--- config.mk ---
export PLATFORM = sky130hd
export DESIGN_NAME = sprite_palette_encoder
export DESIGN_NICKNAME = d
export VERILOG_FILES = /design/src/rtl/sprite_palette_encoder.sv
export SDC_FILE = /design/constraint.sdc
export NUM_CORES = 1
export LEC_CHECK = 0
export ABC_AREA = 1
export ABC_CLOCK_PERIOD_IN_PS = 5700
export BUFFER_PORTS_ARGS = -buffer_cell sky130_fd_sc_hd__buf_2
export CAP_MARGIN = 20
export CORE_UTILIZATION = 57
export CTS_CLUSTER_SIZE = 10
export DETAILED_ROUTE_END_ITERATION = 7
export MAX_ROUTING_LAYER = met4
export PLACE_DENSITY = 0.81
export SLEW_MARGIN = 15
export SYNTH_ARGS = -nofsm -noshare
export SYNTH_HDL_FRONTEND = slang
export SYNTH_SLANG_ARGS = --single-unit
--- constraint.sdc ---
create_clock -name Clk -period 5.7 [get_ports Clk]
set_input_delay 1.14 -clock Clk [delete_from_list [all_inputs] [get_ports Clk]]
set_output_delay 1.14 -clock Clk [all_outputs]
set_load 0.02 [all_outputs]
--- src/rtl/sprite_palette_encoder.sv ---
// sprite_palette_encoder: turns raster 6-bit colour pixels of an 18x18 tile into 3-bit indexed rows plus a palette/slot word.
// Define SPRITE_ENC_TRANSPARENT_EN to reserve palette entry 0 for transparent black.
module sprite_palette_encoder #(
    parameter int WIDTH  = 18,
    parameter int HEIGHT = 18
) (
    input  logic                 Clk,
    input  logic                 Reset,
    input  logic [1:0]           Tile,
    input  logic                 PixValid,
    input  logic [5:0]           PixData,
    output logic                 PixReady,
    output logic                 RowValid,
    input  logic                 RowReady,
    output logic [4:0]           RowIdx,
    output logic [3*WIDTH-1:0]   RowBits,
    output logic                 WordValid,
    input  logic                 WordReady,
    output logic [49:0]          Word,
    output logic                 Overflow
);
`ifdef SPRITE_ENC_TRANSPARENT_EN
    localparam logic [3:0] USED_INIT = 4'd1;
`else
    localparam logic [3:0] USED_INIT = 4'd0;
`endif
    localparam int PW = $clog2(3 * WIDTH);

    typedef enum logic [1:0] {IDLE, ACCEPT, ROW_OUT, WORD_OUT} state_t;

    state_t             state_q, state_d;
    logic [4:0]         x_q, x_d, row_idx_q, row_idx_d;
    logic [3*WIDTH-1:0] row_bits_q, row_bits_d;
    logic [7:0][5:0]    pal_q, pal_d;
    logic [3:0]         used_q, used_d;
    logic               ovf_q, ovf_d;
    logic [1:0]         tile_q, tile_d;
    logic               pix_ready_q, pix_ready_d;
    logic               row_valid_q, row_valid_d;
    logic               word_valid_q, word_valid_d;
    logic               hit;
    logic [2:0]         hit_idx, pix_idx;
    logic [PW-1:0]      pos;

    // Lookup only sees the registered palette; a miss inserts into that same register, so the next pixel hits.
    always_comb begin
        hit     = 1'b0;
        hit_idx = 3'd0;
        for (int i = 0; i < 8; i++)
            if (!hit && 4'(i) < used_q && pal_q[i] == PixData) begin
                hit     = 1'b1;
                hit_idx = 3'(i);
            end
    end

    always_comb begin
        state_d    = state_q;
        x_d        = x_q;
        row_idx_d  = row_idx_q;
        row_bits_d = row_bits_q;
        pal_d      = pal_q;
        used_d     = used_q;
        ovf_d      = ovf_q;
        tile_d     = tile_q;
        pix_idx    = hit ? hit_idx : (used_q[3] ? 3'd0 : used_q[2:0]);
        pos        = PW'(3 * (WIDTH - 1 - int'(x_q)));
        case (state_q)
            IDLE, ACCEPT: if (PixValid) begin
                tile_d = (state_q == IDLE) ? Tile : tile_q;
                if (!hit && !used_q[3]) begin
                    pal_d[used_q[2:0]] = PixData;
                    used_d             = used_q + 4'd1;
                end
                ovf_d                  = ovf_q | (!hit & used_q[3]);
                row_bits_d[pos +: 3]   = pix_idx;
                x_d                    = (x_q == 5'(WIDTH - 1)) ? 5'd0 : x_q + 5'd1;
                state_d                = (x_q == 5'(WIDTH - 1)) ? ROW_OUT : ACCEPT;
            end
            ROW_OUT: if (RowReady) begin
                state_d   = (row_idx_q == 5'(HEIGHT - 1)) ? WORD_OUT : ACCEPT;
                row_idx_d = (row_idx_q == 5'(HEIGHT - 1)) ? row_idx_q : row_idx_q + 5'd1;
            end
            default: if (WordReady) begin
                pal_d     = '0;
                used_d    = USED_INIT;
                ovf_d     = 1'b0;
                x_d       = 5'd0;
                row_idx_d = 5'd0;
                state_d   = IDLE;
            end
        endcase
        pix_ready_d  = state_d == IDLE || state_d == ACCEPT;
        row_valid_d  = state_d == ROW_OUT;
        word_valid_d = state_d == WORD_OUT;
    end

    always_ff @(posedge Clk or posedge Reset) begin
        if (Reset) begin
            state_q      <= IDLE;
            x_q          <= 5'd0;
            row_idx_q    <= 5'd0;
            row_bits_q   <= '0;
            pal_q        <= '0;
            used_q       <= USED_INIT;
            ovf_q        <= 1'b0;
            tile_q       <= 2'd0;
            pix_ready_q  <= 1'b1;
            row_valid_q  <= 1'b0;
            word_valid_q <= 1'b0;
        end else begin
            state_q      <= state_d;
            x_q          <= x_d;
            row_idx_q    <= row_idx_d;
            row_bits_q   <= row_bits_d;
            pal_q        <= pal_d;
            used_q       <= used_d;
            ovf_q        <= ovf_d;
            tile_q       <= tile_d;
            pix_ready_q  <= pix_ready_d;
            row_valid_q  <= row_valid_d;
            word_valid_q <= word_valid_d;
        end
    end

    assign PixReady  = pix_ready_q;
    assign RowValid  = row_valid_q;
    assign WordValid = word_valid_q;
    assign RowIdx    = row_idx_q;
    assign RowBits   = row_bits_q;
    assign Word      = {pal_q, tile_q};
    assign Overflow  = ovf_q;
endmodule

==> results.toml, run 1 <==
[critical_path]
crit_top_cell = "inv_1"
critPathKind = "flop to flop"
startpoint_type = "flop"
path_cells = "inv_1 > ha_1 > xor2_1 > ha_1 > ha_1 > clkinv_1 > nor2_1 > inv_1 > nor2_1 > inv_1 > nor2_1 > inv_1 > o21ai_0 > nand2_1 > inv_1 > a21oi_1"
ff2ff_setup_slack_ns = 1.61
cp_slowest_stage_delay_ns = 0.72
cp_num_buf_inv = 6
crit_arrival_ns = 4.40
required_ns = 6.01
cp_top_family = "adder cells"
cp_max_fo = 18
crit_slowest_cell = "ha_1"
critPathCaptureType = "flop"

[placement]
hpwlAfterDp_um = 14400
io_buffers = 125
gp_congestion = 0.948
placedCellCount = 1241

[cts]
htreeDepth = 4
cts_tree = "yes"
cts.sinks = 124
post_cts.repair.setup_buffers = 0
worstSkewPairLatency_ns = 0.43
root_buffer = "clkbuf_16"
clock_path_buffers = 2
cts_hold_buf = 0
cts_buffers = 17
cts_resized = 0
path_clk_slew_ns = 0.05

[grt]
antenna_found_initial = 0
grt_pass1_wl_um = 32300
grtUsageTotal_pct = 32.5
grt_pass1_vias = 6518
grt_start_max_net_pins = 48
grt_overflow = 0

[routing]
via_per_inst = 5.53
ant_nets = 0
num_vias = 7044
drt-pass1-iter-count = 6
wl_per_cell_um = 15.9
drt-total-wl_um = 20200
post-route-drc-count = 0
drtIter0Drc = 621

[final_layout]
final_core_util_pct = 68.8
nets = 1120
fillers = 1058
multi_input_area_sq_um = 3550
drive_gt1_share_pct = 21.3
seqCellArea_sq_um = 3100
num_antenna_cells = 0
stdcell_count = 1273
synthToLayoutAreaGrowth_pct = 17.4

[yosys]
synth.top_cell.area_share_pct = 41.4
syn_inst = 966
syn_nets = 998
synthFlopType = "dfrtp_1"
ys_seq_area_share_pct = 41.8
synth_warnings = 0
synth_cell_types = 50
netlist_top_cells_count = "210 x nand2_1, 135 x inv_1, 123 x dfrtp_1"
synth_edf_count = 0
ys_seq_elements = 124
async_reset_ff_share_pct = 100
syn_area_sq_um = 7430
synth_area_leaders = "dfrtp_1 41%, nand2_1 11%, inv_1 6.8%"
synth_most_common_cell = "nand2_1"
synth_largest_area_cell = "dfrtp_1"
syn_avg_cell_area_sq_um = 7.69

[timing]
fin_skew_ns = 0.0124
fmax_mhz = 245
slew_viol_final = 0
fin_crit_sh_pct = 71.7
rsz0062_at_grt = "no"
report.final.hold_viol_count = 0
worst_slew_pin_slew_ns = 0.755
fin_setup_tns_ns = 0
setup_viol = 0
slew_headroom_pct = 49.5
period_minus_slack_ns = 4.09

[hold_path]
min_path_type = "flop to flop"

[job]
drv_cap = 0

[floorplanning]
die-area_sq_um = 13500
fp.dieW_um = 116
rows = 41
core_sq_um = 12700
start_util_pct = 58.6
io_pins = 126
die_h_um = 116

[run_status]
status = "finished clean"
## logic make-up after synthesis
group | count (synthesis) | synth area share (%)
buffers and inverters | 179 | 10.5
AND/OR/NAND/NOR | 469 | 29.2
AO/OA/AOI/OAI | 146 | 11.6
XOR/XNOR | 22 | 2.70
flip-flops | 124 | 41.8
adder cells (fa/ha/maj) | 19 | 3.20
multiplexers | 7 | 0.977
## metrics by stage
step	hold WS [ns]	setup WS [ns]	instance area, sq um
final	0.486	1.61	8720
after detailed placement	0.474	1.72	8100
after global placement	0.470	1.88	8100
after CTS	0.491	1.71	8720
after global routing	0.520	1.28	8720
after floorplan	0.537	1.26	7430
## tightest hold or removal path: stages, from the launching register on
cell	delay (ns)
dfrtp_1	0.34
o21ai_1	0.07
inv_1	0.05
## sequential cells by signal, indices dropped and copies added, names as in the netlist, 2 cells and up
signal and count:
RowIdx 5, Word 48, x_q 5, state_q 2
RowBits 54, tile_q 2, used_q 4
## routing by layer
layer	share of wire (%)	global-route usage (%)
met5	0	-
met4	3.4	15.5
met3	7.5	6.12
met2	46	49.6
met1	43	41.8
## final cells by class
type | count | area share [%]
multi-input cells | 663 | 40.7
flip-flops and latches | 124 | 35.6
repair buffers | 127 | 7.34
inverters | 155 | 6.79
clock buffers | 26 | 5.95
well taps | 172 | 2.47
clock inverters | 6 | 1.20
## cell usage in the layout, fill, tap and decap left out, types with 15 or more instances in the layout
cell type  Yosys  final
nand2_1      210    210
inv_1        135    134
buf_2          9    125
dfrtp_1      123    123
nor2_1       116    116
nand3_1       48     48
a21oi_1       44     44
o22ai_1       42     42
nand4_1       25     25
o21ai_0       24     24
ha_1          19     19
clkbuf_16      0     17
xnor2_1       15     15
inv_2         15     15
## worst paths after layout
check	startpoint	to	depth (start not counted)
min in group asynchronous	Reset	Word[6]$_DFFE_PP0P_	2
worst min register to register	RowBits[25]$_DFFE_PP0P_	RowBits[25]$_DFFE_PP0P_	2
worst max register to register	x_q[1]$_DFFE_PP0P_	RowBits[2]$_DFFE_PP0P_	16
worst min-delay path	RowBits[25]$_DFFE_PP0P_	RowBits[25]$_DFFE_PP0P_	2
worst max-delay path	x_q[1]$_DFFE_PP0P_	RowBits[2]$_DFFE_PP0P_	16
max in group asynchronous	Reset	tile_q[0]$_DFFE_PP0P_	3
Power of run 1 is not shown: default switching activity piles up to over one toggle a cycle in this logic, so the estimate is an artifact.
==> inputs of run 2 (changes only) <==
--- a/config.mk
+++ b/config.mk
@@ -5,8 +5,8 @@
 export SDC_FILE = /design/constraint.sdc
 export NUM_CORES = 1
 export LEC_CHECK = 0
-export ABC_AREA = 1
-export ABC_CLOCK_PERIOD_IN_PS = 5700
+export ABC_AREA = 0
+export ABC_CLOCK_PERIOD_IN_PS = 4100
 export BUFFER_PORTS_ARGS = -buffer_cell sky130_fd_sc_hd__buf_2
 export CAP_MARGIN = 20
 export CORE_UTILIZATION = 57
==> constraint.sdc (replaced) <==
create_clock -name Clk -period 4.1 [get_ports Clk]
set_input_delay 0.82 -clock Clk [delete_from_list [all_inputs] [get_ports Clk]]
set_output_delay 0.82 -clock Clk [all_outputs]
set_load 0.02 [all_outputs]
==> run 2 against run 1 <==
  * Register-to-register slack worse by 1.4 ns
  * Worst setup slack worse by 1.4 ns
  * Fmax up 4.0%
  * Die area down 4.6%
  * Utilization up 2.6 points
  * Highest routed layer unchanged
==> results.toml, run 2 <==
[final_layout]
most-common-layout-cells = "125 x buf_2, 122 x dfrtp_1, 71 x nand2_1, 61 x nor2_1, 35 x xnor2_1"
num_antenna_cells = 0
final_common_cell = "buf_2"
fin_area_sq_um = 8610
drive_gt1_share_pct = 26.4
synthToLayoutAreaGrowth_pct = 21.7
stdcell_count = 1020
largest_reg_flops = 54
nets = 873

[routing]
num_vias = 6259
wl_per_cell_um = 19.2
drt-total-wl_um = 19600
post-route-drc-count = 0
via_per_inst = 6.14
ant_nets = 0
drt-pass1-iter-count = 8
drtIter0Drc = 525

[critical_path]
critPathKind = "flop to flop"
path_cells = "inv_1 > ha_2 > xnor2_1 > ha_1 > ha_1 > a31o_2 > a31oi_2 > xnor3_4 > o41ai_4 > buf_4 > nor3_1 > a31oi_1 > mux2_1"
reg2reg_to = "RowBits[1]$_DFFE_PP0P_"
crit_arrival_ns = 4.23
cp_max_fo = 8
crit_slowest_cell = "xnor3_4"
crit_top_cell = "ha_1"
r2r_cells = 13
startpoint_type = "flop"
critPathCaptureType = "flop"
r2r_start = "x_q[2]$_DFFE_PP0P_"
required_ns = 4.40
cp_slowest_stage_delay_ns = 0.48
ff2ff_setup_slack_ns = 0.17

[timing]
rsz0062_at_grt = "no"
fin_ws_ns = 0.168
fin_setup_tns_ns = 0
period_minus_slack_ns = 3.93
setup_viol = 0
fin_skew_ns = 0.0107
slew_viol_final = 0
report.final.hold_viol_count = 0
worst_slew_pin_slew_ns = 1.20
slew_headroom_pct = 19.6
fmax_mhz = 254
fin_crit_sh_pct = 95.9

[hold_path]
hold_depth = 2
min_to = "RowBits[23]$_DFFE_PP0P_"
min_path_type = "flop to flop"
hp-start = "RowBits[23]$_DFFE_PP0P_"

[yosys]
synth_xor_area_share_pct = 8.73
syn_area_sq_um = 7080
syn_avg_cell_area_sq_um = 10.0
synth_compound_area_share_pct = 13.7
yosys.area_share.simple_pct = 18.7
synthAdderAreaFrac_pct = 3.36
synth_area_leaders = "dfrtp_1 43%, xnor2_1 4.3%, nand2_1 3.8%"
synth_cell_types = 71
async_reset_ff_share_pct = 100
ys_seq_area_share_pct = 43.9
netlist_top_cells_count = "123 x dfrtp_1, 72 x nand2_1, 63 x nor2_1"
synth_warnings = 0
synth.top_cell.area_share_pct = 43.5
synth_most_common_cell = "dfrtp_1"
synthFlopType = "dfrtp_1"
synth_largest_area_cell = "dfrtp_1"
synth_edf_count = 0
syn_inst = 706
syn_nets = 738
ys_seq_elements = 124
muxShareOfSynthArea_pct = 8.63
synth_top_family_by_area = "simple AND/OR/NAND/NOR gates"

[grt]
grt_overflow = 0
grt_pass1_vias = 6000
antenna_found_initial = 0
grtUsageTotal_pct = 32.4
grt_pass1_wl_um = 31000
grt_start_max_net_pins = 125

[cts]
post_cts.repair.setup_buffers = 0
cts.sinks = 124
root_buffer = "clkbuf_16"
cts_tree = "yes"
htreeDepth = 4
cts_hold_buf = 0
clock_path_buffers = 2
cts_buffers = 17
worstSkewPairLatency_ns = 0.42
path_clk_slew_ns = 0.05

[floorplanning]
fp.dieW_um = 113
die-area_sq_um = 12900
io_pins = 126
core_sq_um = 12100
die_h_um = 113
start_util_pct = 58.7
rows = 40

[placement]
io_buffers = 125
hpwlAfterDp_um = 13600
placedCellCount = 989
gp_congestion = 0.974
post_dp_cell_area_sq_um = 7960
pre_cts_slack_ns = 0.0333

[run_status]
status = "finished clean"

[job]
drv_cap = 0
==> run 2: worst max-delay path by stage <==
stage | start | end | slack [ns] | depth (start not counted)
floorplan | x_q[1]$_DFFE_PP0P_ | RowBits[1]$_DFFE_PP0P_ | 0.26 | 13
CTS | x_q[2]$_DFFE_PP0P_ | RowBits[52]$_DFFE_PP0P_ | 0.03 | 13
global placement | x_q[2]$_DFFE_PP0P_ | RowBits[44]$_DFFE_PP0P_ | 0.15 | 13
global route | x_q[2]$_DFFE_PP0P_ | RowBits[1]$_DFFE_PP0P_ | 0.02 | 13
finish | x_q[2]$_DFFE_PP0P_ | RowBits[1]$_DFFE_PP0P_ | 0.17 | 13
detailed placement | x_q[2]$_DFFE_PP0P_ | RowBits[44]$_DFFE_PP0P_ | 0.03 | 13
==> run 2: per-layer routing <==
layer | share of wire, % | GRT usage (%) | vias to the layer above
met1 | 45 | 43.6 | 3101
met2 | 46 | 48.6 | 293
li1 | - | - | 2812
met3 | 6.4 | 5.53 | 53
met5 | 0 | - | -
met4 | 2.6 | 13.9 | 0
==> run 2: final cells by class <==
class                           instances  area, sq um
Fill cell                             914         3450
Multi-Input combinational cell        534         3840
Tap cell                              168          210
Sequential cell                       124         3110
Clock inverter                          7         88.8
Inverter                               14         56.3
Timing Repair Buffer                  150          826
Clock buffer                           23          488
==> run 2: per-stage QoR <==
stage / hold WS, ns / util [%]
finish: 0.466 / 71.4
global placement: 0.460 / 66.0
floorplan: 0.531 / -
global route: 0.500 / 71.4
detailed placement: 0.463 / 66.0
CTS: 0.473 / 70.8
==> run 2: logic make-up after synthesis <==
group,count (synthesis)
AO/OA/AOI/OAI,131
XOR/XNOR,65
adder cells (fa/ha/maj),19
buffers and inverters,49
flip-flops,124
multiplexers,57
AND/OR/NAND/NOR,261
==> run 2: worst max-delay path: cells and delay by family, from the launching register on <==
kind                     cells  cell delay, ns
buffers and inverters        2            0.37
adder cells (fa/ha/maj)      3            0.88
AND/OR/NAND/NOR              1            0.11
XOR/XNOR                     2            0.63
multiplexers                 1            0.34
flip-flops                   1            0.46
AO/OA/AOI/OAI                4            1.02
==> run 2: repair_timing <==
action,4_1_cts,5_1_grt
resized for setup,1,10
pin swaps,0,1
cloned,0,1
endpoints found under the setup margin,1,28
Power of run 2 is left out for the same reason.
==> inputs of run 3 (changes only) <==
--- a/config.mk
+++ b/config.mk
@@ -7,14 +7,14 @@
 export LEC_CHECK = 0
 export ABC_AREA = 0
 export ABC_CLOCK_PERIOD_IN_PS = 4100
-export BUFFER_PORTS_ARGS = -buffer_cell sky130_fd_sc_hd__buf_2
 export CAP_MARGIN = 20
-export CORE_UTILIZATION = 57
+export CORE_UTILIZATION = 64
 export CTS_CLUSTER_SIZE = 10
 export DETAILED_ROUTE_END_ITERATION = 7
+export DONT_BUFFER_PORTS = 1
 export MAX_ROUTING_LAYER = met4
-export PLACE_DENSITY = 0.81
-export SLEW_MARGIN = 15
+export PLACE_DENSITY = 0.8
+export SLEW_MARGIN = 10
 export SYNTH_ARGS = -nofsm -noshare
 export SYNTH_HDL_FRONTEND = slang
 export SYNTH_SLANG_ARGS = --single-unit
==> run 3 against run 2 <==
  * First-iteration DRC count decreased by 11%
  * Worst hold slack got worse by 0.34 ns
  * Cell area decreased by 6.4%
  * Sequential share of layout area increased by 2.5 points
  * Clock skew decreased by 0.0023 ns
  * Via count decreased by 7.0%
  * Worst setup slack improved by 0.044 ns
  * Clock-buffer cell count decreased by 2
  * Fmax increased by 1.1%
  * Non-clock buffer count decreased by 120
  * Global-route usage increased by 3.7 points
  * Largest cell class unchanged
==> results.toml, run 3 (synthesis gave the netlist of run 2 again) <==
[run_status]
status = "finished clean"

[cts]
path_clk_slew_ns = 0.06
clock_path_buffers = 2
worstSkewPairLatency_ns = 0.55
cts.sinks = 124
cts_buffers = 17
cts_tree = "yes"
root_buffer = "clkbuf_8"
htreeDepth = 4

[timing]
rsz0062_at_grt = "no"
slew_headroom_pct = 38.0
fin_crit_sh_pct = 94.8
slew_viol_final = 0
fin_skew_ns = 0.00848
fin_setup_tns_ns = 0
setup_viol = 0
period_minus_slack_ns = 3.89
worst_slew_pin_slew_ns = 0.922
report.final.hold_viol_count = 0
fmax_mhz = 257

[critical_path]
crit_arrival_ns = 4.31
ff2ff_setup_slack_ns = 0.21
cp_top_family = "adder cells"
r2r_cells = 14
cp_max_fo = 8
path_cells = "inv_2 > ha_2 > xnor2_1 > ha_1 > ha_1 > a31o_2 > a31oi_2 > xnor3_2 > o41ai_4 > buf_4 > nor2_4 > nand2_1 > nor2_1 > mux2_1"
cp_slowest_stage_delay_ns = 0.46
r2r_start = "x_q[2]$_DFFE_PP0P_"
crit_slowest_cell = "dfrtp_2"
critPathCaptureType = "flop"
critPathKind = "flop to flop"
crit_top_cell = "ha_1"
crit_cells = 14
required_ns = 4.52
reg2reg_to = "RowBits[16]$_DFFE_PP0P_"
cp_num_buf_inv = 2
startpoint_type = "flop"

[placement]
io_buffers = 0
hpwlAfterDp_um = 13100
gp_congestion = 0.926

[floorplanning]
rows = 38
io_pins = 126
die-area_sq_um = 11500
start_util_pct = 65.6
die_h_um = 107
fp.dieW_um = 107
core_sq_um = 10800

[final_layout]
final_common_cell = "dfrtp_1"
seqCellArea_sq_um = 3110
largest_reg_flops = 54
fillers = 695
most-common-layout-cells = "122 x dfrtp_1, 71 x nand2_1, 60 x nor2_1, 35 x xnor2_1, 33 x nand3_1"
num_antenna_cells = 0
drive_gt1_share_pct = 14.9
synthToLayoutAreaGrowth_pct = 13.9
multi_input_area_sq_um = 3820
nets = 753

[hold_path]
min_path_type = "input port to asynchronous set/reset pin"

[grt]
antenna_found_initial = 0
grt_start_max_net_pins = 71
grt_overflow = 0
grt_pass1_vias = 5815
grt_pass1_wl_um = 30700
grtUsageTotal_pct = 36.1

[routing]
drt-pass1-iter-count = 6
post-route-drc-count = 0
drt-total-wl_um = 19300
via_per_inst = 6.66
wl_per_cell_um = 22.0
ant_nets = 0
drtIter0Drc = 466
num_vias = 5818

[job]
drv_cap = 0
[run 3: cell count changes in the layout (fill, tap and decap cells not counted), moves of 2 or more]
cell | before | now
clkbuf_1 | 2 | 0
bufinv_16 | 2 | 5
buf_2 | 125 | 0
buf_4 | 24 | 27
[run 3: timing repair]
| item | CTS | global route |
|---|---|---|
| pin swaps | 1 | 2 |
| gates resized for setup | 2 | 9 |
| gates cloned | 0 | 1 |
| endpoints found under the setup margin | 19 | 23 |
| setup buffers | 0 | 2 |
| hold buffers | 0 | 0 |
[run 3: per-stage QoR]
step	instances	util, %	worst slack, ns	hold slack, ns	area (sq um)
after global routing	874	74.7	0.0294	0.147	8060
after floorplan	706	-	0.263	0.531	7080
after detailed placement	838	67.9	-0.0636	0.587	7330
after CTS	870	74.0	0.0654	0.135	7990
after global placement	837	67.7	0.163	0.572	7310
final	874	74.7	0.212	0.124	8060
[run 3: worst max-delay path by stage]
stage | start | to | slack [ns]
after floorplan | x_q[1]$_DFFE_PP0P_ | RowBits[1]$_DFFE_PP0P_ | 0.26
after global placement | x_q[2]$_DFFE_PP0P_ | RowBits[52]$_DFFE_PP0P_ | 0.16
after detailed placement | x_q[2]$_DFFE_PP0P_ | RowBits[52]$_DFFE_PP0P_ | -0.06
after CTS | x_q[2]$_DFFE_PP0P_ | RowBits[12]$_DFFE_PP0P_ | 0.07
after global routing | x_q[2]$_DFFE_PP0P_ | RowBits[16]$_DFFE_PP0P_ | 0.03
final | x_q[2]$_DFFE_PP0P_ | RowBits[16]$_DFFE_PP0P_ | 0.21
[run 3: per-layer routing]
metal / wire (um) / vias up / GRT usage, %
met5: 0 / - / -
li1: - / 2590 / -
met3: 1800 / 35 / 10.9
met1: 8160 / 2894 / 48.2
met4: 372 / 0 / 13.5
met2: 8930 / 299 / 51.9
[run 3: worst reg2reg max path: cells and delay by family, from the launching register on]
family / cells / cell delay (ns)
adder cells (fa/ha/maj): 3 / 0.88
AO/OA/AOI/OAI: 3 / 0.87
XOR/XNOR: 2 / 0.60
flip-flops: 1 / 0.46
buffers and inverters: 2 / 0.34
multiplexers: 1 / 0.34
AND/OR/NAND/NOR: 3 / 0.29
[run 3: layout make-up]
| type | instances | area share (%) |
|---|---|---|
| Multi-Input combinational cell | 534 | 47.4 |
| Inverter | 14 | 0.699 |
| Sequential cell | 124 | 38.5 |
| Timing Repair Buffer | 30 | 3.07 |
| Clock buffer | 21 | 5.82 |
| Clock inverter | 11 | 2.31 |
| Tap cell | 140 | 2.17 |
Power of run 3 is left out for the same reason.
